`src/rtl/ttl191_load_sequencer_pkg.sv`:
```
// ttl191_load_sequencer_pkg: shared widths, state and direction encodings for the 191 load sequencer
// Contents:
//   COUNT_WIDTH  width of the counter data path (one 4-bit counter)
//   seq_state_e  sequencer states: idle, load pulse, counting, done pulse
//   dir_e        counter direction as driven on DOWN_UP_n (1 = down)
package ttl191_load_sequencer_pkg;

    localparam int COUNT_WIDTH = 4;

    typedef enum logic [1:0] {
        SEQ_IDLE  = 2'd0,
        SEQ_LOAD  = 2'd1,
        SEQ_COUNT = 2'd2,
        SEQ_DONE  = 2'd3
    } seq_state_e;

    typedef enum logic {
        DIR_UP   = 1'b0,
        DIR_DOWN = 1'b1
    } dir_e;

endpackage

```
`src/rtl/ttl191_load_sequencer_if.sv`:
```
// ttl191_load_sequencer_if: request handshake plus counter pin bundle between timing control and the sequencer
// Signals:
//   start, count, dir_down, abort   request side, driven by the timing control logic
//   rco_n                           ripple-clock output coming back from the counter
//   d, load_n, cten_n, down_up_n    counter pins driven by the sequencer
//   busy, done                      status back to the timing control logic
// Modports:
//   master  timing control logic together with the counter it serves
//   slave   the sequencer
interface ttl191_load_sequencer_if;
    import ttl191_load_sequencer_pkg::*;

    logic                   start;
    logic [COUNT_WIDTH-1:0] count;
    logic                   dir_down;
    logic                   abort;
    logic                   rco_n;
    logic [COUNT_WIDTH-1:0] d;
    logic                   load_n;
    logic                   cten_n;
    logic                   down_up_n;
    logic                   busy;
    logic                   done;

    modport master (
        output start, count, dir_down, abort, rco_n,
        input  d, load_n, cten_n, down_up_n, busy, done
    );

    modport slave (
        input  start, count, dir_down, abort, rco_n,
        output d, load_n, cten_n, down_up_n, busy, done
    );

endinterface

```
`src/rtl/ttl191_load_sequencer.sv`:
```
// ttl191_load_sequencer: loads a ttl191 counter, runs it to terminal count and reports completion
// Ports:
//   CLK      system clock, shared with the counter
//   RESET_n  asynchronous active-low reset
//   bus      slave side of ttl191_load_sequencer_if
//            in : start, count, dir_down, abort, rco_n
//            out: d, load_n, cten_n, down_up_n, busy, done (all registered)
// Run length from the START edge to DONE, counting both edges, is COUNT+3 down or
// (15-COUNT)+3 up, because RCO_n is only seen on the edge that wraps the counter.
module ttl191_load_sequencer
    import ttl191_load_sequencer_pkg::*;
(
    input logic                    CLK,
    input logic                    RESET_n,
    ttl191_load_sequencer_if.slave bus
);

    seq_state_e state;

    // Every output is a flop, so LOAD_n cannot glitch into the counter's asynchronous load.
    always_ff @(posedge CLK or negedge RESET_n) begin
        if (!RESET_n) begin
            state         <= SEQ_IDLE;
            bus.d         <= '0;
            bus.load_n    <= 1'b1;
            bus.cten_n    <= 1'b1;
            bus.down_up_n <= DIR_UP;
            bus.busy      <= 1'b0;
            bus.done      <= 1'b0;
        end else begin
            case (state)
                SEQ_IDLE: begin
                    // START wins over a simultaneous ABORT here.
                    if (bus.start) begin
                        state         <= SEQ_LOAD;
                        bus.d         <= bus.count;
                        bus.down_up_n <= bus.dir_down;
                        bus.busy      <= 1'b1;
                        bus.load_n    <= 1'b0;
                    end
                end
                SEQ_LOAD: begin
                    state      <= bus.abort ? SEQ_IDLE : SEQ_COUNT;
                    bus.load_n <= 1'b1;
                    bus.cten_n <= bus.abort;
                    bus.busy   <= !bus.abort;
                end
                SEQ_COUNT: begin
                    // ABORT takes priority over terminal count on the same edge.
                    if (bus.abort) begin
                        state      <= SEQ_IDLE;
                        bus.cten_n <= 1'b1;
                        bus.busy   <= 1'b0;
                    end else if (!bus.rco_n) begin
                        state      <= SEQ_DONE;
                        bus.cten_n <= 1'b1;
                        bus.done   <= 1'b1;
                    end
                end
                SEQ_DONE: begin
                    state    <= SEQ_IDLE;
                    bus.done <= 1'b0;
                    bus.busy <= 1'b0;
                end
                default: begin
                    state         <= SEQ_IDLE;
                    bus.d         <= '0;
                    bus.load_n    <= 1'b1;
                    bus.cten_n    <= 1'b1;
                    bus.down_up_n <= DIR_UP;
                    bus.busy      <= 1'b0;
                    bus.done      <= 1'b0;
                end
            endcase
        end
    end

endmodule

```
`src/flat_wrapper.sv`:
```
// flat-port wrapper written by rule: the top's interface ports become plain ports
module ttl191_load_sequencer_flat import ttl191_load_sequencer_pkg::*;
  (CLK, RESET_n, bus_start, bus_count, bus_dir_down, bus_abort, bus_rco_n, bus_d, bus_load_n, bus_cten_n, bus_down_up_n, bus_busy, bus_done);
  ttl191_load_sequencer_if bus_i ();
  input logic CLK;
  input logic RESET_n;
  input wire logic [$bits(bus_i.start)-1:0] bus_start;
  input wire logic [$bits(bus_i.count)-1:0] bus_count;
  input wire logic [$bits(bus_i.dir_down)-1:0] bus_dir_down;
  input wire logic [$bits(bus_i.abort)-1:0] bus_abort;
  input wire logic [$bits(bus_i.rco_n)-1:0] bus_rco_n;
  output wire logic [$bits(bus_i.d)-1:0] bus_d;
  output wire logic [$bits(bus_i.load_n)-1:0] bus_load_n;
  output wire logic [$bits(bus_i.cten_n)-1:0] bus_cten_n;
  output wire logic [$bits(bus_i.down_up_n)-1:0] bus_down_up_n;
  output wire logic [$bits(bus_i.busy)-1:0] bus_busy;
  output wire logic [$bits(bus_i.done)-1:0] bus_done;
  assign bus_i.start = bus_start;
  assign bus_i.count = bus_count;
  assign bus_i.dir_down = bus_dir_down;
  assign bus_i.abort = bus_abort;
  assign bus_i.rco_n = bus_rco_n;
  assign bus_d = bus_i.d;
  assign bus_load_n = bus_i.load_n;
  assign bus_cten_n = bus_i.cten_n;
  assign bus_down_up_n = bus_i.down_up_n;
  assign bus_busy = bus_i.busy;
  assign bus_done = bus_i.done;
  ttl191_load_sequencer u_core (.CLK(CLK), .RESET_n(RESET_n), .bus(bus_i));
endmodule
```
`config.mk`:
```
export PLATFORM = sky130hd
export DESIGN_NAME = ttl191_load_sequencer_flat
export DESIGN_NICKNAME = d
export VERILOG_FILES = /design/src/rtl/ttl191_load_sequencer_pkg.sv /design/src/rtl/ttl191_load_sequencer_if.sv /design/src/rtl/ttl191_load_sequencer.sv /design/src/flat_wrapper.sv
export SDC_FILE = /design/constraint.sdc
export NUM_CORES = 1
export LEC_CHECK = 0
export CORE_AREA = 2 2 39 41
export DETAILED_ROUTE_END_ITERATION = 10
export DIE_AREA = 0 0 41 43
export PLACE_DENSITY = 0.71
export SLEW_MARGIN = 20
export SYNTH_ARGS = -nofsm -noshare
export SYNTH_HDL_FRONTEND = slang
export SYNTH_SLANG_ARGS = --single-unit
export TNS_END_PERCENT = 50
```
`constraint.sdc`:
```
create_clock -name CLK -period 2.5 [get_ports CLK]
set_input_delay 0.375 -clock CLK [delete_from_list [all_inputs] [get_ports CLK]]
set_output_delay 0.375 -clock CLK [all_outputs]
set_load 0.02 [all_outputs]
```
==> results of run 1 <==
-- synth_stat cells, drive strengths merged --
library cell,number
xnor2,1
clkbuf,1
or3b,1
inv,3
mux2,5
nand2b,1
and2b,1
dfrtp,9
a21oi,3
dfstp,2
a2bb2oi,1
a22oi,1
nor2,3
a21o,1
o32ai,1
-- sequential cells by signal, indices dropped and copies added (netlist names) --
signal	flops
u_core.bus.busy	1
u_core.bus.cten_n	1
u_core.bus.d	4
u_core.bus.done	1
u_core.bus.down_up_n	1
u_core.bus.load_n	1
u_core.state	2
-- metrics by stage --
step	setup slack [ns]	power, mW	cells
global route	0.703	0.928	71
floorplan	1.35	0.565	34
detailed placement	0.869	0.753	67
global placement	0.897	0.748	67
CTS	0.711	0.880	71
finish	0.737	0.860	71
-- power breakdown --
group          switching (mW)  leakage (nW)  internal [mW]
sequential             0.0589         0.128          0.274
combinational           0.183         0.146          0.227
clock                  0.0556        0.0150         0.0617
total                   0.298         0.289          0.563
-- how the worst max path moves through the flow --
| stage | start | endpoint | slack (ns) | cells after the start |
|---|---|---|---|---|
| floorplan | u_core.state[1]$_DFFE_PN0P_ | u_core.bus.d[0]$_DFFE_PN0P_ | 1.35 | 3 |
| global placement | bus_start | u_core.bus.d[1]$_DFFE_PN0P_ | 0.90 | 4 |
| detailed placement | bus_start | u_core.bus.down_up_n$_DFFE_PN0P_ | 0.87 | 4 |
| CTS | u_core.bus.load_n$_DFFE_PN1P_ | bus_load_n | 0.71 | 1 |
| global route | u_core.bus.load_n$_DFFE_PN1P_ | bus_load_n | 0.70 | 1 |
| finish | u_core.bus.load_n$_DFFE_PN1P_ | bus_load_n | 0.74 | 1 |
-- metal layers --
| layer | track usage (%) | share of wire (%) | vias to the layer above |
|---|---|---|---|
| met5 | 0 | 0 | - |
| met4 | 14.0 | 1.2 | 0 |
| met3 | 3.14 | 7.6 | 2 |
| met2 | 17.8 | 47 | 12 |
| met1 | 16.6 | 44 | 161 |
| li1 | - | - | 158 |
-- area by class of cell --
class	count	area share [%]
Multi-Input combinational cell	19	24.0
Tap cell	16	2.95
Inverter	3	1.66
Clock buffer	4	3.87
Sequential cell	11	41.0
Timing Repair Buffer	18	26.6
-- kinds of logic after synthesis --
kind of cell	after synthesis	synth area share [%]
mux	5	12.3
flops	11	60.8
buf+inv	4	3.56
compound gates	7	10.4
xor+xnor	1	1.92
simple gates	6	11.0
==> flow_summary_export.csv, run 1 <==
group,metric,value,unit
logic_synthesis,synth_area_per_cell,13.4,µm²
logic_synthesis,syn-num-nets,44,
die,initial_core_util,33.0,%
die,die_area,1760,µm²
logic_synthesis,synth_area_leaders,"dfrtp_1 49%, mux2_2 12%, dfstp_2 12%",
placed_design,postPlaceCellArea,652,µm²
logic_synthesis,yosysWarnings,0,
clock_tree,cts_resized,0,
clock_tree,postCtsSetupRepairBufs,0,
final_layout,final_common_cell,"clkdlybuf4s50_1",
worst_setup_path,start_kind,"flip-flop",
die,io_pins,19,
timing,finalSetupTns,0,ns
detailed_routing,first_iter_violations,1,
final_layout,seq_area,278,µm²
final_layout,multi_input_comb_area,163,µm²
logic_synthesis,synth.top_cell.area_share,49.3,%
worst_setup_path,end_kind,"output port",
clock_tree,htreeDepth,1,
detailed_routing,avgViaCountPerCell,4.69,
final_layout,final_cell_mix,"18 x clkdlybuf4s50_1, 9 x dfrtp_1, 5 x mux2_2",
die,fp.dieH,43,µm
clock_tree,cts.sinks,11,
final_layout,finalInstanceArea,678,µm²
timing,fin_crit_sh,70.5,%
detailed_routing,vias,333,
final_layout,area_growth,48.5,%
pwr,cellPowerDensity,1270,nW/µm²
timing,fin_crit,1.76,ns
timing,clock_skew,0.000724,ns
clock_tree,cts_tree,"built",
grt,grt_pass1_wl,1.51,mm
timing,slew_headroom,67.3,%
final_layout,antenna_cells,0,
die,core,1380,µm²
grt,track_usage,13.6,%
die,die_x,41,µm
detailed_routing,ant_nets,0,
logic_synthesis,synth.distinct_cells,16,
timing,grt_setup_unrepaired,"no",
timing,finalHoldViolCount,0,
worst_setup_path,r2r_start,"u_core.state[1]$_DFFE_PN0P_",
grt,grt_pass1_vias,364,
detailed_routing,post_drt_wl_per_cell,11.6,µm
final_layout,drive_gt1_share,23.6,%
run_status,status,"finished, final reports clean",
placed_design,port_buffers,18,
clock_tree,cts.path.max_buffers,2,
worst_setup_path,required,2.12,ns
worst_setup_path,rrSetupSlack,1.26,ns
pwr,p_leak,0.289,nW
logic_synthesis,synth_top_area_cell,"dfrtp_1",
clock_tree,insertion_delay,0.26,ns
worst_setup_path,cp_slowest_cell,"clkdlybuf4s50_1",
final_layout,post-route-util,49.0,%
worst_setup_path,path_cells,"clkdlybuf4s50_1",
grt,grt_max_degree,12,
detailed_routing,drc,0,
clock_tree,cts_root_buf,"clkbuf_4",
run,cap_violations,0,
timing,tightest_slew,0.489,ns
worst_setup_path,path_buf_inv,1,
clock_tree,hold_buffers,0,
worst_setup_path,worstRegToRegCells,3,
worst_setup_path,crit_type,"reg2out",
grt,grt_overflow,0,
detailed_routing,wirelength,826,µm
final_layout,nets,66,
die,rows,14,
logic_synthesis,netlist_area,457,µm²
timing,fmax,567,MHz
worst_setup_path,arrival,1.39,ns
logic_synthesis,yosys_register_bits,11,
worst_setup_path,cp_max_fo,2,
timing,whs,0.441,ns
logic_synthesis,synth_cells,34,
timing,slew_viol_final,0,
detailed_routing,dr.pass1.iters,3,
worst_setup_path,timing.rr.end,"u_core.bus.down_up_n$_DFFE_PN0P_",
placed_design,routabilityCongestion,0.616,
logic_synthesis,synth_seq_area_share,60.8,%
worst_setup_path,critPathTopFamily,"buffers and inverters",
pwr,peakVddDrop,0.492,mV
worst_setup_path,max_stage_delay,0.60,ns
clock_tree,cts_buffers,3,
final_layout,fillers,147,
grt,antenna_found_initial,0,
timing,setup_violations,0,
hold_path,hold_class,"in2async",
clock_tree,cts.clk_slew.worst_paths,0.06,ns
(Power assumes the default switching activity.)
==> run 2: changes to the inputs <==
==> constraint.sdc (replaced) <==
create_clock -name CLK -period 1.7 [get_ports CLK]
set_input_delay 0.255 -clock CLK [delete_from_list [all_inputs] [get_ports CLK]]
set_output_delay 0.255 -clock CLK [all_outputs]
set_load 0.02 [all_outputs]
==> flow_summary_export.csv, run 2 (synthesis gave the netlist of run 1 again) <==
group,metric,value,unit
clock_tree,cts_buffers,3,
clock_tree,cts.sinks,11,
timing,finalHoldViolCount,0,
grt,antenna_found_initial,0,
worst_setup_path,critPathTopFamily,"buffers and inverters",
worst_setup_path,max_stage_delay,0.60,ns
pwr,p_leak,0.289,nW
worst_setup_path,cp_max_fo,2,
pwr,cellPowerDensity,1870,nW/µm²
detailed_routing,ant_nets,0,
die,die_area,1760,µm²
timing,clock_skew,0.000707,ns
die,core,1380,µm²
final_layout,fin_cells,71,
detailed_routing,wirelength,824,µm
hold_path,hold_class,"in2async",
run_status,status,"finished, final reports clean",
timing,setup_violations,0,
detailed_routing,avgViaCountPerCell,4.77,
final_layout,final_common_cell,"clkdlybuf4s50_1",
grt,grt_pass1_wl,1.46,mm
clock_tree,cts.path.max_buffers,2,
placed_design,port_buffers,18,
grt,grt_overflow,0,
pwr,peakVddDrop,0.641,mV
detailed_routing,drc,0,
final_layout,fillers,144,
die,die_x,41,µm
timing,fin_crit_sh,96.9,%
timing,slew_viol_final,0,
detailed_routing,post_drt_wl_per_cell,11.6,µm
clock_tree,htreeDepth,1,
final_layout,multi_input_comb_area,163,µm²
final_layout,area_growth,48.5,%
pwr,internal_power,0.827,mW
final_layout,top_regs,"u_core.bus.d x4, u_core.state x2",
timing,fin_crit,1.65,ns
worst_setup_path,arrival,1.39,ns
worst_setup_path,cp_slowest_cell,"clkdlybuf4s50_1",
placed_design,dp.cells,67,
grt,grt_max_degree,12,
pwr,p_comb_share,47.5,%
detailed_routing,vias,339,
placed_design,dp_hpwl,622,µm
clock_tree,cts_root_buf,"clkbuf_4",
worst_setup_path,crit_type,"reg2out",
run,cap_violations,0,
grt,grt_pass1_vias,360,
timing,tightest_slew,0.486,ns
grt,track_usage,13.0,%
final_layout,drive_gt1_share,23.6,%
timing,fmax,607,MHz
worst_setup_path,path_buf_inv,1,
die,rows,14,
final_layout,final_cell_mix,"18 x clkdlybuf4s50_1, 9 x dfrtp_1, 5 x mux2_2",
clock_tree,postCtsSetupRepairBufs,0,
final_layout,largest_register_ff_count,4,
worst_setup_path,start_kind,"flip-flop",
die,initial_core_util,33.0,%
clock_tree,cts_resized,0,
detailed_routing,first_iter_violations,2,
final_layout,antenna_cells,0,
pwr,swShare,34.7,%
worst_setup_path,required,1.44,ns
final_layout,largest_register,"u_core.bus.d",
placed_design,routabilityCongestion,0.617,
worst_setup_path,end_kind,"output port",
pwr,switchingPower,0.440,mW
clock_tree,insertion_delay,0.27,ns
clock_tree,cts_tree,"built",
timing,finalSetupTns,0,ns
pwr,clock_power_share,13.7,%
timing,slew_headroom,67.5,%
die,io_pins,19,
timing,grt_setup_unrepaired,"no",
worst_setup_path,path_cells,"clkdlybuf4s50_1",
clock_tree,cts.clk_slew.worst_paths,0.06,ns
pwr,sequentialPowerShare,38.7,%
detailed_routing,dr.pass1.iters,2,
clock_tree,hold_buffers,0,
final_layout,seq_area,278,µm²
die,fp.dieH,43,µm
final_layout,nets,66,
[run 2: cell counts in the layout (fill, tap and decap cells not counted)]
No cell type changed its count.
[run 2: power by group through the flow]
stage                     Clock (mW)  Sequential, mW  Combinational (mW)
final                          0.174           0.491               0.603
after global placement             0           0.496               0.603
after detailed placement           0           0.498               0.609
after global routing           0.194           0.510               0.656
after floorplan                    0           0.612               0.219
after CTS                      0.188           0.494               0.612
[run 2: per-stage QoR]
stage | worst slack, ns | cell area, µm² | power, mW | hold WS, ns | utilization (%)
final | 0.0533 | 678 | 1.27 | 0.316 | 49.0
after floorplan | 0.549 | 457 | 0.831 | -0.0406 | -
after global placement | 0.218 | 652 | 1.10 | 0.477 | 47.1
after CTS | 0.0309 | 678 | 1.29 | 0.327 | 49.0
after global routing | 0.0225 | 678 | 1.36 | 0.343 | 49.0
after detailed placement | 0.182 | 652 | 1.11 | 0.478 | 47.1
[run 2: final cells by class]
cell class	instances	area share, %
clock buffers	4	3.87
repair buffers	18	26.6
multi-input cells	19	24.0
flip-flops and latches	11	41.0
well taps	16	2.95
inverters	3	1.66
[run 2: worst paths after layout]
check	start	to	slack (ns)	cells past startpoint
hold reg to reg	u_core.bus.cten_n$_DFFE_PN1P_	u_core.bus.cten_n$_DFFE_PN1P_	0.48	2
max in group asynchronous	RESET_n	u_core.bus.cten_n$_DFFE_PN1P_	1.03	1
setup / recovery	u_core.bus.load_n$_DFFE_PN1P_	bus_load_n	0.05	1
min in group CLK	u_core.bus.cten_n$_DFFE_PN1P_	u_core.bus.cten_n$_DFFE_PN1P_	0.48	2
hold / removal	RESET_n	u_core.bus.done$_DFFE_PN0P_	0.32	1
setup reg to reg	u_core.state[1]$_DFFE_PN0P_	u_core.bus.d[0]$_DFFE_PN0P_	0.46	3
[run 2: layer usage]
layer  global-route usage [%]  share of wire [%]  vias up
li1                         -                  -      157
met3                     3.14                7.8        2
met1                     17.2                 44      166
met4                     10.0                2.5        0
met2                     17.5                 45       14
met5                        0                  0        -
==> edit 1 (flow settings as in run 2) <==
Reset style: synchronous (`RESET_n`), changed in one clocked block. Comments in the files are not updated.
--- a/src/rtl/ttl191_load_sequencer.sv
+++ b/src/rtl/ttl191_load_sequencer.sv
@@ -18,7 +18,7 @@
     seq_state_e state;
 
     // Every output is a flop, so LOAD_n cannot glitch into the counter's asynchronous load.
-    always_ff @(posedge CLK or negedge RESET_n) begin
+    always_ff @(posedge CLK) begin
         if (!RESET_n) begin
             state         <= SEQ_IDLE;
             bus.d         <= '0;
Formal check against the unedited RTL: differs if RESET_n is asserted again (counterexample within 4 cycles, from zero or initial values and one cycle with RESET_n low); with RESET_n held inactive, the same outputs for 10 cycles.
==> edit 1 against run 2 <==
  * Area after synthesis up 10%
  * Cell area up 4.1%
  * Synthesized cell count up 56%
  * Sequential cell count unchanged
  * Routed wire length up 11%
  * Largest cell class is now multi-input combinational cells
  * Count of clock-buffer cells in the layout unchanged
  * Critical path type unchanged
  * Worst setup slack better by 0.16 ns
  * Core utilization up 2.0 points
  * Fmax up 11%
  * Final cell count up 24%
  * Highest routed layer unchanged
Power is not compared: it rests on default switching activity, and its combinational part moved more than twofold at a synthesized area within 25%.
==> edit 1: results (changes against run 2) <==
| Metric | Value |
|---|---|
| Final Cycle Share | 87.5% (-9.4 points) |
| Distinct cells, synth | 19 (+3) |
| Synth Net Count | 63 (+43%) |
| Synth area leaders | dfxtp_1 44%, nand3_2 9.9%, o21ai_2 8.7% |
| Top cells by count, synth | 11 x dfxtp_1, 7 x nand2_1, 5 x nand3_2, 5 x o21ai_2, 3 x o21ai_0 |
| Final HPWL DP | 624 microns (+0.23%) |
| Worst-Margin Slew | 0.306 ns (-0.180 ns) |
| Clk_skew | 0.00118 ns (+0.000475 ns) |
| Reg-to-reg endpoint | u_core.bus.busy |
| CP arrival | 1.23 ns (-0.16 ns) |
| Critical R2R Launch | u_core.state[1] |
| Worst hold path class | reg2reg |
| Drt first pass iters | 3 (+1) |
| H-tree depth | 1 (unchanged) |
| CP startpoint | u_core.bus.d[0] |
| Vias in the first global route | 372 (+3.3%) |
| Hold Crit Endpoint | u_core.bus.d[2] |
| Outcome | complete, no violations |
| Clock tree buffer depth | 2 (unchanged) |
| LEAKAGE | 0.255 nW |
| Hold Startpoint | u_core.bus.d[2] |
| Seq/Total Area, Yosys | 43.7% (-17 points) |
| Largest net degree at the start of global routing | 17 (+5) |
| Async SR Flop Fraction | 0% (-100 points) |
| Peak supply drop | roughly 460 uV |
| Largest delay share family, worst path | buffers and inverters |
| First-pass GRT wire length | 1450 microns (-0.89%) |
| DR iter-0 viols | 7 (+5) |
| Layout cell share with drive strength beyond 1 | 20.8% (-2.8 points) |
| GP Congestion | 0.573 (-7.2%) |
| Via/cell ratio | 4.80 (+0.44%) |
| Setup bufs post-CTS | 0 (unchanged) |
| GR Util All Layers | 12.4% (-0.64 points) |
| Area after DPL | 679 sq um (+4.2%) |
| DR WL/cell | 10.4 microns (-11%) |
| Largest regs | u_core.bus.d (4), u_core.state (2) |
| Crit path to | bus_d[0] |
| Clock-pin slew on the worst setup and hold paths | 0.07 ns |
| Number of nets in the layout | 83 (+26%) |
| Antenna violations before repair | 0 (unchanged) |
| Critical Path Max Stage Delay | ~0.61 ns |
| Setup Viol. Count Final | 0 (unchanged) |
| Hold depth | 2 |
| YS warnings | 0 (unchanged) |
| Dpl ws | 0.147 ns (-0.0353 ns) |
edit 1: cell types whose count changed in the layout (fill, tap and decap cells not counted), sizes merged, moves of 2 or more:
cell | before | now
a211oi | 0 | 2
dfrtp | 9 | 0
dfstp | 2 | 0
dfxtp | 0 | 11
mux2 | 5 | 0
nand2 | 0 | 7
nand3 | 0 | 6
nor3b | 0 | 2
o21ai | 0 | 8
edit 1: per-stage QoR:
step | instances | hold WS, ns | utilization (%)
final | 88 | 0.460 | 51.0
after global routing | 88 | 0.482 | 51.0
after CTS | 88 | 0.466 | 51.0
after detailed placement | 84 | 0.454 | 49.1
after global placement | 84 | 0.452 | 49.1
after floorplan | 53 | 0.331 | -
edit 1: power by group:
group / leakage (nW) / total, mW / switching [mW] / internal, mW
Combinational: 0.150 / 0.126 / 0.0590 / 0.0667
Clock: 0.0150 / 0.177 / 0.0867 / 0.0908
Sequential: 0.0906 / 0.290 / 0.0145 / 0.275
Total: 0.255 / 0.593 / 0.160 / 0.433
edit 1: kinds of logic after synthesis:
family                    share of synthesized area [%]
AOI/OAI and AO/OA                                  18.1
buffers and inverters                              7.94
DFF                                                43.7
xor gates and xnor gates                           1.74
muxes                                              1.99
and+or+nand+nor                                    26.6
edit 1: cell type report:
cell class | count | area [sq um]
clock buffers | 4 | 26.3
fillers | 152 | 678
well taps | 16 | 20.0
flip-flops and latches | 11 | 220
multi-input cells | 36 | 244
repair buffers | 19 | 188
inverters | 2 | 7.51
edit 1: metal layers:
| metal | global-route usage, % | routed length [microns] |
|---|---|---|
| met1 | 15.7 | 420 |
| met2 | 15.9 | 396 |
| met3 | 4.71 | 84 |
| met4 | 10.0 | 12 |
| met5 | 0 | 0 |
==> edit 2 (flow settings as in run 2) <==
Without the edit above. Change the package constant `COUNT_WIDTH` from 4 to 6. Comments in the files are not updated.
--- a/src/rtl/ttl191_load_sequencer_pkg.sv
+++ b/src/rtl/ttl191_load_sequencer_pkg.sv
@@ -5,7 +5,7 @@
 //   dir_e        counter direction as driven on DOWN_UP_n (1 = down)
 package ttl191_load_sequencer_pkg;
 
-    localparam int COUNT_WIDTH = 4;
+    localparam int COUNT_WIDTH = 6;
 
     typedef enum logic [1:0] {
         SEQ_IDLE  = 2'd0,
Ports: changed (resized bus_count and bus_d); port bits go from 19 to 23. The function was not compared with the original's and may differ.
==> edit 2 against run 2 <==
  * Worst setup slack worse by 0.029 ns
  * Clock skew rose by 0.0078 ns
  * Combinational power rose by 17%
  * Sequential cell count up 2
  * Via count grew 14%
  * Non-clock buffer count up 4
  * Total power rose by 17%
  * Global-route usage grew 0.90 points
  * Area after synthesis is 17% higher
  * Fmax is 1.7% lower
  * Count of clock-buffer cells in the layout stayed put
  * Critical path depth stayed put
  * Cell area grew 17%
  * Routed wire length increased by 24%
  * Critical endpoint is now bus_cten_n
  * Largest cell class unchanged
  * Highest routed layer unchanged
==> edit 2: results (changes against run 2) <==
| Metric | Value |
|---|---|
| Outcome | complete, no violations |
| DR WL/cell | 12.9 microns (+11%) |
| Top cells by count, synth | 11 x dfrtp_1, 5 x mux2_2, 3 x a21oi_1, 3 x inv_1 |
| Synth-to-layout area growth | 48.0% |
| Worst reg-to-reg path cell count | 2 (-1) |
| Cells after Synth | 39 (+15%) |
| Worst-Margin Slew | 0.594 ns (+0.108 ns) |
| Vias in the first global route | 350 (-2.8%) |
| Peak supply drop | 770 uV (+20%) |
| Clk_skew | 0.00851 ns (+0.00780 ns) |
| Minimum clock period | 1.68 ns (+0.0292 ns) |
| Distinct cells, synth | 17 (+1) |
| CP startpoint | u_core.bus.cten_n |
| Via/cell ratio | 4.90 (+2.6%) |
| Switching power of the nets | 523 uW (+19%) |
| Crit Path Max Fanout | 3 (+1) |
| Final HPWL DP | 751 microns (+21%) |
| Synth area leaders | dfrtp_1 52%, mux2_2 11%, dfstp_2 9.8% |
| Mux contribution to synthesized area | 14.8% (+2.4 points) |
| XOR/XNOR Fraction of Synth Area | 1.64% (-0.28 points) |
| First-pass GRT wire length | 1510 microns (+3.4%) |
| Critical R2R Launch | u_core.state[0] |
| Setup slack, reg-to-reg | 0.31 ns (-0.15 ns) |
| Largest regs | u_core.bus.d (6), u_core.state (2) |
| GR Util All Layers | 13.9% (+0.90 points) |
| Largest net degree at the start of global routing | 14 (+2) |
| Synth Net Count | 51 (+16%) |
| Area after DPL | 764 sq um (+17%) |
| Clock tree buffer depth | 2 (unchanged) |
| Reg-to-reg endpoint | u_core.bus.d[2] |
| Vias | 387 (+14%) |
| Drt first pass iters | 3 (+1) |
| Crit path to | bus_cten_n |
| Layout cell share with drive strength beyond 1 | 17.5% (-6.2 points) |
| Number of nets in the layout | 76 (+15%) |
| Placed Cells incl. Taps | 75 (+12%) |
| Clock-pin slew on the worst setup and hold paths | 0.08 ns (+0.02 ns) |
| DR iter-0 viols | 4 (+2) |
| Layout fillers | 135 (-6.3%) |
| Seq/Total Area, Yosys | 61.4% (+0.54 points) |
| LEAKAGE | 0.337 nW (+17%) |
| CP arrival | 1.42 ns (+0.03 ns) |
-- edit 2: kinds of logic (layout without fill, tap and decap cells) --
kind of cell    Yosys count  in the layout
buf+inv                   5             29
compound gates            7              7
flops                    13             13
xor+xnor                  1              1
simple gates              6              6
mux                       7              7
-- edit 2: worst register-to-register path, cell delays in order, from the launching register on --
cell,delay (ns)
dfrtp_1,0.47
nor3b_4,0.41
mux2_2,0.38
-- edit 2: final cells by class --
type                            count  area (sq um)  area share (%)
Sequential cell                    13           328            41.5
Timing Repair Buffer               22           220            27.8
Multi-Input combinational cell     21           185            23.4
Clock buffer                        4          26.3            3.32
Tap cell                           16          20.0            2.53
Inverter                            3          11.3            1.42
-- edit 2: worst min path at each step --
stage | slack [ns] | endpoint | startpoint | depth (start not counted)
finish | 0.35 | u_core.state[0] | RESET_n | 1
CTS | 0.37 | u_core.bus.done | RESET_n | 1
global placement | 0.47 | u_core.bus.d[1] | u_core.bus.d[1] | 1
global route | 0.40 | u_core.bus.done | RESET_n | 1
detailed placement | 0.50 | u_core.bus.d[3] | u_core.bus.d[3] | 1
floorplan | -0.04 | u_core.bus.busy | RESET_n | 0
-- edit 2: routing by layer --
metal,GRT usage (%),share of wire [%],vias to the layer above
met5,0,0,-
met4,14.0,4.0,0
met3,4.71,6.0,4
met2,19.1,47,12
met1,15.5,42,190
li1,-,-,181
-- edit 2: power by group through the flow --
stage	logic, mW	registers (mW)	clock network [mW]
finish	0.706	0.582	0.190
global route	0.753	0.602	0.207
CTS	0.716	0.585	0.198
detailed placement	0.713	0.591	0
global placement	0.704	0.587	0
floorplan	0.252	0.720	0
